$ cat src/rtl/matvec_pkg.sv
// Shared definitions for the matvec sequencer slice.
// Provides the sequencer state encoding and the datapath geometry constants
// (X vector length, byte width, A word width, sum width).
package matvec_pkg;

   typedef enum logic [2:0] {
      IDLE,
      LOAD_X,
      RUN,
      DRAIN,
      FIN
   } state_t;

   localparam int unsigned X_BYTES = 9;
   localparam int unsigned DATA_W  = 8;
   localparam int unsigned A_W     = 72;
   localparam int unsigned SUM_W   = 20;
   localparam int unsigned XREG_W  = 3 * DATA_W;

endpackage

$ cat src/rtl/matvec_seq_if.sv
// Bundle of the sequencer's host, X-stream, A-SRAM and datapath signals.
//   master : host side (drives start/cfg/X stream, observes everything else)
//   slave  : sequencer side (matvec_seq)
// Signals: start, cfg_rows[AW:0], x_reuse, x_valid, x_data[7:0], x_ready,
//          a_ren, a_addr[AW-1:0], alu_en, x_reg1..3[23:0], res_addr[AW-1:0],
//          busy, done.
interface matvec_seq_if #(
   parameter int unsigned ROWS = 16,
   parameter int unsigned AW   = $clog2(ROWS)
);
   import matvec_pkg::*;

   logic                start;
   logic [AW:0]         cfg_rows;
   logic                x_reuse;
   logic                x_valid;
   logic [DATA_W-1:0]   x_data;
   logic                x_ready;
   logic                a_ren;
   logic [AW-1:0]       a_addr;
   logic                alu_en;
   logic [XREG_W-1:0]   x_reg1;
   logic [XREG_W-1:0]   x_reg2;
   logic [XREG_W-1:0]   x_reg3;
   logic [AW-1:0]       res_addr;
   logic                busy;
   logic                done;

   modport master (
      output start, cfg_rows, x_reuse, x_valid, x_data,
      input  x_ready, a_ren, a_addr, alu_en, x_reg1, x_reg2, x_reg3,
             res_addr, busy, done
   );

   modport slave (
      input  start, cfg_rows, x_reuse, x_valid, x_data,
      output x_ready, a_ren, a_addr, alu_en, x_reg1, x_reg2, x_reg3,
             res_addr, busy, done
   );

endinterface

$ cat src/rtl/matvec_xload.sv
// 9-byte X vector capture with ready/valid.
// Ports:
//   clk, rst      clock, async active-low reset
//   en            capture window (sequencer is in LOAD_X)
//   x_valid       byte valid
//   x_data[7:0]   byte
//   x_ready       equals en
//   x_reg1..3     captured X operands; byte k lands in x_reg[k/3+1][8*(k%3)+:8]
//   load_done     combinational pulse on the cycle the 9th byte is accepted
module matvec_xload
   import matvec_pkg::*;
(
   input  logic                clk,
   input  logic                rst,
   input  logic                en,
   input  logic                x_valid,
   input  logic [DATA_W-1:0]   x_data,
   output logic                x_ready,
   output logic [XREG_W-1:0]   x_reg1,
   output logic [XREG_W-1:0]   x_reg2,
   output logic [XREG_W-1:0]   x_reg3,
   output logic                load_done
);

   logic [3:0]                  byte_cnt;
   logic [X_BYTES*DATA_W-1:0]   xv;
   logic                        beat;

   assign x_ready   = en;
   assign beat      = en & x_valid;
   assign load_done = beat && (byte_cnt == 4'(X_BYTES - 1));

   // Flat byte vector: byte k at xv[8k +: 8], so the three 24-bit operands
   // fall out as consecutive slices.
   assign x_reg1 = xv[XREG_W-1:0];
   assign x_reg2 = xv[2*XREG_W-1:XREG_W];
   assign x_reg3 = xv[3*XREG_W-1:2*XREG_W];

   always_ff @(posedge clk or negedge rst) begin
      if (!rst) begin
         byte_cnt <= '0;
         xv       <= '0;
      end else begin
         if (!en) begin
            byte_cnt <= '0;
         end else if (beat) begin
            for (int unsigned k = 0; k < X_BYTES; k++) begin
               if (byte_cnt == 4'(k)) xv[k*DATA_W +: DATA_W] <= x_data;
            end
            byte_cnt <= load_done ? '0 : byte_cnt + 4'd1;
         end
      end
   end

endmodule

$ cat src/rtl/matvec_seq.sv
// Sequencer for the 9-tap multiply/sum datapath.
// Captures the X vector, streams row addresses to the A SRAM (1-cycle read),
// raises alu_en when the A word arrives and presents res_addr aligned with
// the datapath's registered write strobe (two cycles after issue).
// Ports:
//   clk, rst   clock, async active-low reset
//   bus        matvec_seq_if.slave (host control, X stream, A SRAM, datapath)
module matvec_seq
   import matvec_pkg::*;
#(
   parameter int unsigned ROWS = 16,
   parameter int unsigned AW   = $clog2(ROWS)
) (
   input  logic        clk,
   input  logic        rst,
   matvec_seq_if.slave bus
);

   localparam logic [AW:0] ROWS_MAX = (AW+1)'(ROWS);
   localparam logic [AW:0] ROW_ONE  = (AW+1)'(1);

   state_t            state, state_nx;
   logic [AW:0]       rows_r;
   logic [AW:0]       rows_sat;
   logic [AW:0]       row_cnt;
   logic              run_last;
   logic              drain_cnt;
   logic              load_done;
   logic              xload_en;
   logic              a_ren;
   logic              busy;
   logic              done;
   logic              alu_en_r;
   logic [AW-1:0]     addr_d1;
   logic [AW-1:0]     res_addr_r;
   logic              x_ready;
   logic [XREG_W-1:0] x_reg1, x_reg2, x_reg3;

   assign rows_sat = (bus.cfg_rows > ROWS_MAX) ? ROWS_MAX : bus.cfg_rows;
   assign run_last = (row_cnt == rows_r - ROW_ONE);

   // ---------------- FSM ----------------
   always_ff @(posedge clk or negedge rst) begin
      if (!rst) state <= IDLE;
      else      state <= state_nx;
   end

   always_comb begin
      state_nx = state;
      a_ren    = 1'b0;
      busy     = 1'b0;
      done     = 1'b0;
      xload_en = 1'b0;
      case (state)
         IDLE: begin
            if (bus.start) begin
               if (!bus.x_reuse)        state_nx = LOAD_X;
               else if (rows_sat == '0) state_nx = FIN;
               else                     state_nx = RUN;
            end
         end
         LOAD_X: begin
            busy     = 1'b1;
            xload_en = 1'b1;
            if (load_done) state_nx = (rows_r == '0) ? FIN : RUN;
         end
         RUN: begin
            busy  = 1'b1;
            a_ren = 1'b1;
            if (run_last) state_nx = DRAIN;
         end
         DRAIN: begin
            busy = 1'b1;
            if (drain_cnt) state_nx = FIN;
         end
         FIN: begin
            done     = 1'b1;
            state_nx = IDLE;
         end
         default: state_nx = IDLE;
      endcase
   end

   // ---------------- row issue and result pipeline ----------------
   // a_addr is the low bits of the row counter; the counter is cleared on
   // entry to RUN and stops on the last row, so a_addr holds its final value
   // through DRAIN/FIN/IDLE.
   always_ff @(posedge clk or negedge rst) begin
      if (!rst) begin
         rows_r     <= '0;
         row_cnt    <= '0;
         drain_cnt  <= 1'b0;
         alu_en_r   <= 1'b0;
         addr_d1    <= '0;
         res_addr_r <= '0;
      end else begin
         if (state == IDLE && bus.start) rows_r <= rows_sat;

         if (state_nx == RUN && state != RUN)
            row_cnt <= '0;
         else if (state == RUN && !run_last)
            row_cnt <= row_cnt + ROW_ONE;

         drain_cnt  <= (state == DRAIN) ? ~drain_cnt : 1'b0;
         alu_en_r   <= a_ren;
         addr_d1    <= row_cnt[AW-1:0];
         res_addr_r <= addr_d1;
      end
   end

   matvec_xload u_xload (
      .clk       (clk),
      .rst       (rst),
      .en        (xload_en),
      .x_valid   (bus.x_valid),
      .x_data    (bus.x_data),
      .x_ready   (x_ready),
      .x_reg1    (x_reg1),
      .x_reg2    (x_reg2),
      .x_reg3    (x_reg3),
      .load_done (load_done)
   );

   assign bus.x_ready  = x_ready;
   assign bus.a_ren    = a_ren;
   assign bus.a_addr   = row_cnt[AW-1:0];
   assign bus.alu_en   = alu_en_r;
   assign bus.x_reg1   = x_reg1;
   assign bus.x_reg2   = x_reg2;
   assign bus.x_reg3   = x_reg3;
   assign bus.res_addr = res_addr_r;
   assign bus.busy     = busy;
   assign bus.done     = done;

endmodule

$ cat src/flat_wrapper.sv
// flat-port wrapper written by rule: the top's interface ports become plain ports
module matvec_seq_flat import matvec_pkg::*;
#(
   parameter int unsigned ROWS = 16,
   parameter int unsigned AW   = $clog2(ROWS)
)
  (clk, rst, bus_start, bus_cfg_rows, bus_x_reuse, bus_x_valid, bus_x_data, bus_x_ready, bus_a_ren, bus_a_addr, bus_alu_en, bus_x_reg1, bus_x_reg2, bus_x_reg3, bus_res_addr, bus_busy, bus_done);
  matvec_seq_if #(.ROWS(ROWS), .AW(AW)) bus_i ();
  input  logic clk;
  input  logic rst;
  input wire logic [$bits(bus_i.start)-1:0] bus_start;
  input wire logic [$bits(bus_i.cfg_rows)-1:0] bus_cfg_rows;
  input wire logic [$bits(bus_i.x_reuse)-1:0] bus_x_reuse;
  input wire logic [$bits(bus_i.x_valid)-1:0] bus_x_valid;
  input wire logic [$bits(bus_i.x_data)-1:0] bus_x_data;
  output wire logic [$bits(bus_i.x_ready)-1:0] bus_x_ready;
  output wire logic [$bits(bus_i.a_ren)-1:0] bus_a_ren;
  output wire logic [$bits(bus_i.a_addr)-1:0] bus_a_addr;
  output wire logic [$bits(bus_i.alu_en)-1:0] bus_alu_en;
  output wire logic [$bits(bus_i.x_reg1)-1:0] bus_x_reg1;
  output wire logic [$bits(bus_i.x_reg2)-1:0] bus_x_reg2;
  output wire logic [$bits(bus_i.x_reg3)-1:0] bus_x_reg3;
  output wire logic [$bits(bus_i.res_addr)-1:0] bus_res_addr;
  output wire logic [$bits(bus_i.busy)-1:0] bus_busy;
  output wire logic [$bits(bus_i.done)-1:0] bus_done;
  assign bus_i.start = bus_start;
  assign bus_i.cfg_rows = bus_cfg_rows;
  assign bus_i.x_reuse = bus_x_reuse;
  assign bus_i.x_valid = bus_x_valid;
  assign bus_i.x_data = bus_x_data;
  assign bus_x_ready = bus_i.x_ready;
  assign bus_a_ren = bus_i.a_ren;
  assign bus_a_addr = bus_i.a_addr;
  assign bus_alu_en = bus_i.alu_en;
  assign bus_x_reg1 = bus_i.x_reg1;
  assign bus_x_reg2 = bus_i.x_reg2;
  assign bus_x_reg3 = bus_i.x_reg3;
  assign bus_res_addr = bus_i.res_addr;
  assign bus_busy = bus_i.busy;
  assign bus_done = bus_i.done;
  matvec_seq #(.ROWS(ROWS), .AW(AW)) u_core (.clk(clk), .rst(rst), .bus(bus_i));
endmodule
$ cat config.mk
export PLATFORM = sky130hd
export DESIGN_NAME = matvec_seq_flat
export DESIGN_NICKNAME = d
export VERILOG_FILES = /design/src/rtl/matvec_pkg.sv /design/src/rtl/matvec_seq_if.sv /design/src/rtl/matvec_xload.sv /design/src/rtl/matvec_seq.sv /design/src/flat_wrapper.sv
export SDC_FILE = /design/constraint.sdc
export NUM_CORES = 1
export LEC_CHECK = 0
export CAP_MARGIN = 20
export CORE_ASPECT_RATIO = 2
export CORE_MARGIN = 8
export CORE_UTILIZATION = 46
export DETAILED_ROUTE_END_ITERATION = 10
export GPL_TIMING_DRIVEN = 0
export MAX_ROUTING_LAYER = met4
export PLACE_DENSITY_LB_ADDON = 0.08
export SYNTH_ARGS = -nofsm -noshare
export SYNTH_HDL_FRONTEND = slang
export SYNTH_HIERARCHICAL = 1
export SYNTH_SLANG_ARGS = --single-unit
export TNS_END_PERCENT = 50
$ cat constraint.sdc
create_clock -name clk -period 2.25 [get_ports clk]
set_input_delay 0.5625 -clock clk [delete_from_list [all_inputs] [get_ports clk]]
set_output_delay 0.5625 -clock clk [all_outputs]
set_load 0.02 [all_outputs]
# After elaboration in Yosys (flattened, before gate mapping)
# Cells that the tools add are included.
[totals]
register_bits = 99
wordCells = 78
in_bits = 18
out_inout_bits = 85
[classes]
bitwise_logic = 2
n_reduce_logical = 20
n_mux = 19
n_eq_ne = 16
n_addsub = 3
magnitude_cmp = 1
[ops]
columns = ["op", "n"]
rows = [
  ["$reduce_and 3->1", 9],
  ["$mux 3", 7],
  ["$eq 4x3->1 const B", 4],
  ["$mux 5", 3],
  ["$mux 4", 3],
  ["$pmux 3 s4", 1],
  ["$logic_not 5->1", 2],
  ["$eq 3x2->1 const B", 3],
  ["$eq 4x2->1 const B", 2],
  ["$add 5x1->5 const B", 1],
  ["$eq 5x5->1", 1],
  ["$gt 5x5->1 const B", 1],
  ["$mux 1", 5],
  ["$sub 5x1->5 const B", 1],
  ["$add 4x1->4 const B", 1],
  ["$eq 4x1->1 const B", 1],
  ["$eq 4x4->1 const B", 1],
  ["$logic_and 1x1->1", 4],
  ["$logic_not 4->1", 1],
  ["$eq 3x1->1 const B", 1],
  ["$eq 3x3->1 const B", 1],
  ["$logic_not 3->1", 1],
  ["$ne 3x2->1 const B", 1],
  ["$reduce_or 3->1", 1],
  ["other kinds (5)", 5],
]

# Depth between registers and ports, before layout
# Gate-level depths: netlist of the first run.
[logic_depth]
ltp_word = 10
depth_mapped = 10

# By module
# The synthesis of the first run kept the hierarchy.
[modules_own_cells]
columns = ["module", "instances", "area_each_um2", "cells_per_inst", "seq_area_each_um2"]
rows = [
  ["matvec_xload", 1, 3204.3, 193, 1901.8],
  ["matvec_seq", 1, 1114.8, 98, 575.6],
]

# Worst setup path after synthesis of the first run
# Ideal clock, no wire load.
[synth_timing]
path_kind = "reg-to-reg"
startpoint = "reg u_core.state[2]"
endpoint = "reg u_core.row_cnt[3]"
n_path_buf = 1
path_stages_with_launch = 11
required_time_ps = 2126
setup_ps = 124
t_arrival_ps = 1945
path_slack_ps = 181
synth_period_minus_slack_ps = 2069
path_cell_list = "dfrtp_1 > nand2b_1 > nor2_1 > buf_4 > nand2_1 > nor2_4 > nand2b_1 > nor3_2 > nor2_8 > or4b_1 > nand2_1"
[synth_between]
elab_chain_len = 9
[synth_rtl]
columns = ["item", "line_no", "text"]
rows = [
  ["start, declared", "matvec_seq.sv:22", "state_t state, state_nx;"],
  ["start signal, assigned", "matvec_seq.sv:45", "else state <= state_nx;"],
  ["$eq 3x1->1 *", "matvec_seq.sv:54", "case (state)"],
  ["$mux 1 *", "matvec_seq.sv:54", ""],
  ["via u_core.xload_en", "matvec_seq.sv:29", "logic xload_en;"],
  ["$and 1x1->1 *", "matvec_xload.sv:30", "assign beat = en & x_valid;"],
  ["$logic_and 1x1->1 *", "matvec_xload.sv:31", "assign load_done = beat && (byte_cnt == 4'(X_BYTES - 1));"],
  ["via u_core.load_done", "matvec_seq.sv:28", "logic load_done;"],
  ["$mux 3 *", "matvec_seq.sv:65", "if (load_done) state_nx = (rows_r == '0) ? FIN : RUN;"],
  ["$pmux 3 s4 *", "matvec_seq.sv:54", ""],
  ["$eq 3x2->1 *", "matvec_seq.sv:99", "if (state_nx == RUN && state != RUN)"],
  ["$logic_and 1x1->1 *", "matvec_seq.sv:99", ""],
  ["$mux 5 or $reduce_bool 2->1 (tied branches)", "-", ""],
  ["end signal, assigned", "matvec_seq.sv:102", "row_cnt <= row_cnt + ROW_ONE;"],
  ["end, declared", "matvec_seq.sv:25", "logic [AW:0] row_cnt;"],
]
# Mark *: on every way through the listed nets, which the timed path passes. The rest lies on a longest branch.
# A chain may end at the register's enable or synchronous reset.

# Worst setup path in the final report of the first run
[layout_timing]
startpoint = "in bus_cfg_rows[1]"
endpoint = "reg u_core.row_cnt[3]"
[layout_between]
elab_chain_len = 10
[layout_rtl]
columns = ["item", "line_no", "text"]
rows = [
  ["start, declared", "flat_wrapper.sv:12", "input wire logic [$bits(bus_i.cfg_rows)-1:0] bus_cfg_rows;"],
  ["$gt 5x5->1", "matvec_seq.sv:39", "assign rows_sat = (bus.cfg_rows > ROWS_MAX) ? ROWS_MAX : bus.cfg_rows;"],
  ["$mux 5 *", "matvec_seq.sv:39", ""],
  ["$logic_not 5->1 *", "matvec_seq.sv:58", "else if (rows_sat == '0) state_nx = FIN;"],
  ["$mux 3 *", "matvec_seq.sv:58", ""],
  ["$mux 3 *", "matvec_seq.sv:57", "if (!bus.x_reuse) state_nx = LOAD_X;"],
  ["$mux 3 *", "matvec_seq.sv:56", "if (bus.start) begin"],
  ["$pmux 3 s4 *", "matvec_seq.sv:54", ""],
  ["$eq 3x2->1 *", "matvec_seq.sv:99", ""],
  ["$logic_and 1x1->1 *", "matvec_seq.sv:99", ""],
  ["$mux 5 or $reduce_bool 2->1 (tied branches)", "-", ""],
]
# Every way passes the cells marked *; elsewhere a longest branch is shown, timed or not.

==> results of run 1 <==
-- cell usage after synthesis (4+ instances only) --
| master | number |
|---|---|
| nor2_1 | 5 |
| o21ai_1 | 6 |
| ha_1 | 6 |
| mux2_2 | 39 |
| mux2_4 | 32 |
| o211ai_1 | 4 |
| nand3b_1 | 4 |
| inv_1 | 5 |
| nand2b_1 | 5 |
| buf_6 | 5 |
| buf_4 | 6 |
| dfrtp_1 | 99 |
| nor2b_1 | 5 |
| nand2_1 | 13 |
-- worst min-delay path by stage --
stage                                        end  slack [ns]  cells past startpoint
after CTS                  u_core/u_xload/xv[20]        0.22                      1
after floorplan                u_core/addr_d1[0]        0.27                      0
final                      u_core/u_xload/xv[20]        0.21                      1
after global routing       u_core/u_xload/xv[62]        0.25                      1
after global placement    u_core/bus.res_addr[0]        0.33                      0
after detailed placement  u_core/bus.res_addr[0]        0.34                      0
-- critical path: stages --
cell and delay [ns]:
clkdlybuf4s50_1 0.43, or4_4 0.56, o211a_4 0.27, nor2_8 0.16, or4b_1 0.44, nand2_1 0.07
-- through the flow --
| stage | setup WS, ns | hold WS [ns] | TNS, ns | utilization, % |
|---|---|---|---|---|
| floorplan | 0.181 | 0.267 | 0 | - |
| global placement | -3.04 | 0.335 | -300.57 | 59.0 |
| detailed placement | -0.316 | 0.343 | -1.31 | 59.2 |
| CTS | 0.0387 | 0.223 | 0 | 62.9 |
| global route | 0.00791 | 0.250 | 0 | 63.1 |
| finish | 0.0512 | 0.207 | 0 | 63.1 |
-- logic make-up (layout without fill, tap and decap cells) --
kind of cell,after synthesis,in the layout,synth area share [%]
and+or+nand+nor,66,66,10.9
xor gates and xnor gates,5,5,1.01
AOI/OAI and AO/OA,23,23,3.82
DFF,99,99,57.4
buffers and inverters,17,136,2.90
muxes,75,75,22.2
adders and majority gates,6,6,1.74
-- timing repair --
action / in CTS / in global routing
endpoints found under the setup margin: 9 / 21
resized for setup: 9 / 5
pin swaps: 1 / 2
gates cloned: 0 / 0
buffers inserted: 2 / 0
-- final cells by class --
type	count	area share [%]
Sequential cell	99	42.5
Multi-Input combinational cell	175	30.1
Timing Repair Buffer	104	18.0
Clock buffer	9	3.86
Tap cell	104	2.23
Buffer	12	1.82
Clock inverter	6	1.22
Inverter	5	0.321
-- report_power, final --
part,switching (W),internal (W),leakage (nW)
logic,0.00122,0.00137,1.23
clock network,0.000683,0.000867,0.139
registers,0.000348,0.00221,1.32
total,0.00225,0.00446,2.69
-- layer usage --
| metal | wire [microns] | vias up |
|---|---|---|
| li1 | - | 1255 |
| met3 | 400 | 11 |
| met2 | 5790 | 69 |
| met5 | 0 | - |
| met1 | 3870 | 1404 |
| met4 | 233 | 0 |
-- flip-flops by register name, summed over array words and instances (netlist names) --
register	cells
u_core/state	3
u_core/row_cnt	5
u_core/bus.res_addr	4
u_core/bus.alu_en	1
u_core/addr_d1	4
u_core/u_xload/byte_cnt	4
u_core/drain_cnt	1
u_core/rows_r	5
u_core/u_xload/xv	72
==> impl_metrics.env, run 1 <==
export IMPL_powerDensity_nw_per_um2=1150
export IMPL_ctsHoldBuffers=0
export IMPL_r2r_cells=7
export IMPL_crit_path_end_kind="flop"
export IMPL_wl_per_cell_microns=20.0
export IMPL_fin_cells=514
export IMPL_synth_edff_count=0
export IMPL_grt_most_used_layer="met2"
export IMPL_drv_slew=0
export IMPL_grt_max_degree=60
export IMPL_post_route_period_util_pct=97.7
export IMPL_cts_tree="yes"
export IMPL_reg2reg_from="u_core/rows_r[0]"
export IMPL_regArea_sq_um=2480
export IMPL_die_w_microns=84.5
export IMPL_ff2ff_setup_slack_ns=0.20
export IMPL_fmax_ghz=0.455
export IMPL_yosysWarnings=6
export IMPL_dr_pass1_iters=4
export IMPL_worst_slew_pin_transition_ns=0.746
export IMPL_crit_start="bus_cfg_rows[1]"
export IMPL_startpoint_type="input pin"
export IMPL_setup_viol=0
export IMPL_initial_core_util_pct=46.6
export IMPL_p_leak_nw=2.69
export IMPL_finalHoldViolations=0
export IMPL_nFillCells=743
export IMPL_place_gp_congestion=0.778
export IMPL_async_flop_share_pct=100
export IMPL_io_pins=103
export IMPL_wl_microns=10300
export IMPL_syn_area_sq_um=4320
export IMPL_min_period_ns=2.20
export IMPL_synth_fp_nets=315
export IMPL_drive_gt1_share_pct=30.5
export IMPL_mostFrequentLayoutCells="clkdlybuf4s50_1 (97), dfrtp_1 (97), mux2_2 (39)"
export IMPL_num_vias=2739
export IMPL_yosys_area_top_type="dfrtp_1"
export IMPL_synthCells=291
export IMPL_post_dp_cell_area_sq_um=5490
export IMPL_yosys_area_top_type_share_pct=57.4
export IMPL_rsz0062_at_grt="false"
export IMPL_overflow=0
export IMPL_use_met3_pct=3.87
export IMPL_synth_area_leaders="dfrtp_1 (57%), mux2_4 (11%), mux2_2 (10%)"
export IMPL_fp_dieArea_sq_um=12900
export IMPL_multiInputGateArea_sq_um=1760
export IMPL_cts_sinks=99
export IMPL_dieHeight_microns=153
export IMPL_r2r_end="u_core/row_cnt[0]"
export IMPL_synthToLayoutAreaGrowth_pct=35.2
export IMPL_antenna_found_initial=0
export IMPL_final_area_sq_um=5840
export IMPL_status="completed"
export IMPL_cp_required_ns=2.54
export IMPL_clk_pin_slew_ns=0.07
export IMPL_drt_initial_drc_count=77
export IMPL_route_detailed_drc=0
export IMPL_crit_fanout=6
export IMPL_clockBufferDepth=2
export IMPL_vdd_drop_max_v=0.000598
export IMPL_ys_ff_latch=99
export IMPL_num_antenna_cells=0
export IMPL_crit_arrival_ns=2.49
export IMPL_grtUsageMet2_pct=30.9
export IMPL_met1_usage_pct=17.3
export IMPL_ant_nets=0
export IMPL_cts_buffers=9
export IMPL_synth_seq_area_share_pct=57.4
export IMPL_relSlewSlack_pct=50.1
export IMPL_insertion_delay_ns=0.35
export IMPL_htree_levels=3
export IMPL_dp_hpwl_microns=7580
export IMPL_synth_cell_types=51
export IMPL_synth_main_ff_cell="dfrtp_1"
export IMPL_core_sq_um=9260
export IMPL_grt_pass1_wl_microns=16700
export IMPL_port_buffers=101
export IMPL_cts_root_buf="clkbuf_16"
export IMPL_maxCapViolCount=0
export IMPL_hold_path_class="in2async"
export IMPL_vias_per_cell=5.33
export IMPL_endpoint="u_core/row_cnt[3]"
export IMPL_grt_pass1_vias=2982
export IMPL_fin_nets=430
export IMPL_fin_skew_ns=0.00623
export IMPL_grt_usage_pct=17.2
export IMPL_critical_path_class="in2reg"
export IMPL_p_total_w=0.00671
export IMPL_dp_cells=497
export IMPL_syn_avg_cell_area_sq_um=14.8
export IMPL_rows=50
Note: power is estimated with default switching activity, not from simulation.
==> run 2, diff against run 1 <==
CTS_BUF_LIST = sky130_fd_sc_hd__clkbuf_16   (was default)
TNS_END_PERCENT = 100   (was 50)
==> results of run 2 <==
No change in the layout: final DEF, timing and power equal those of run 1.
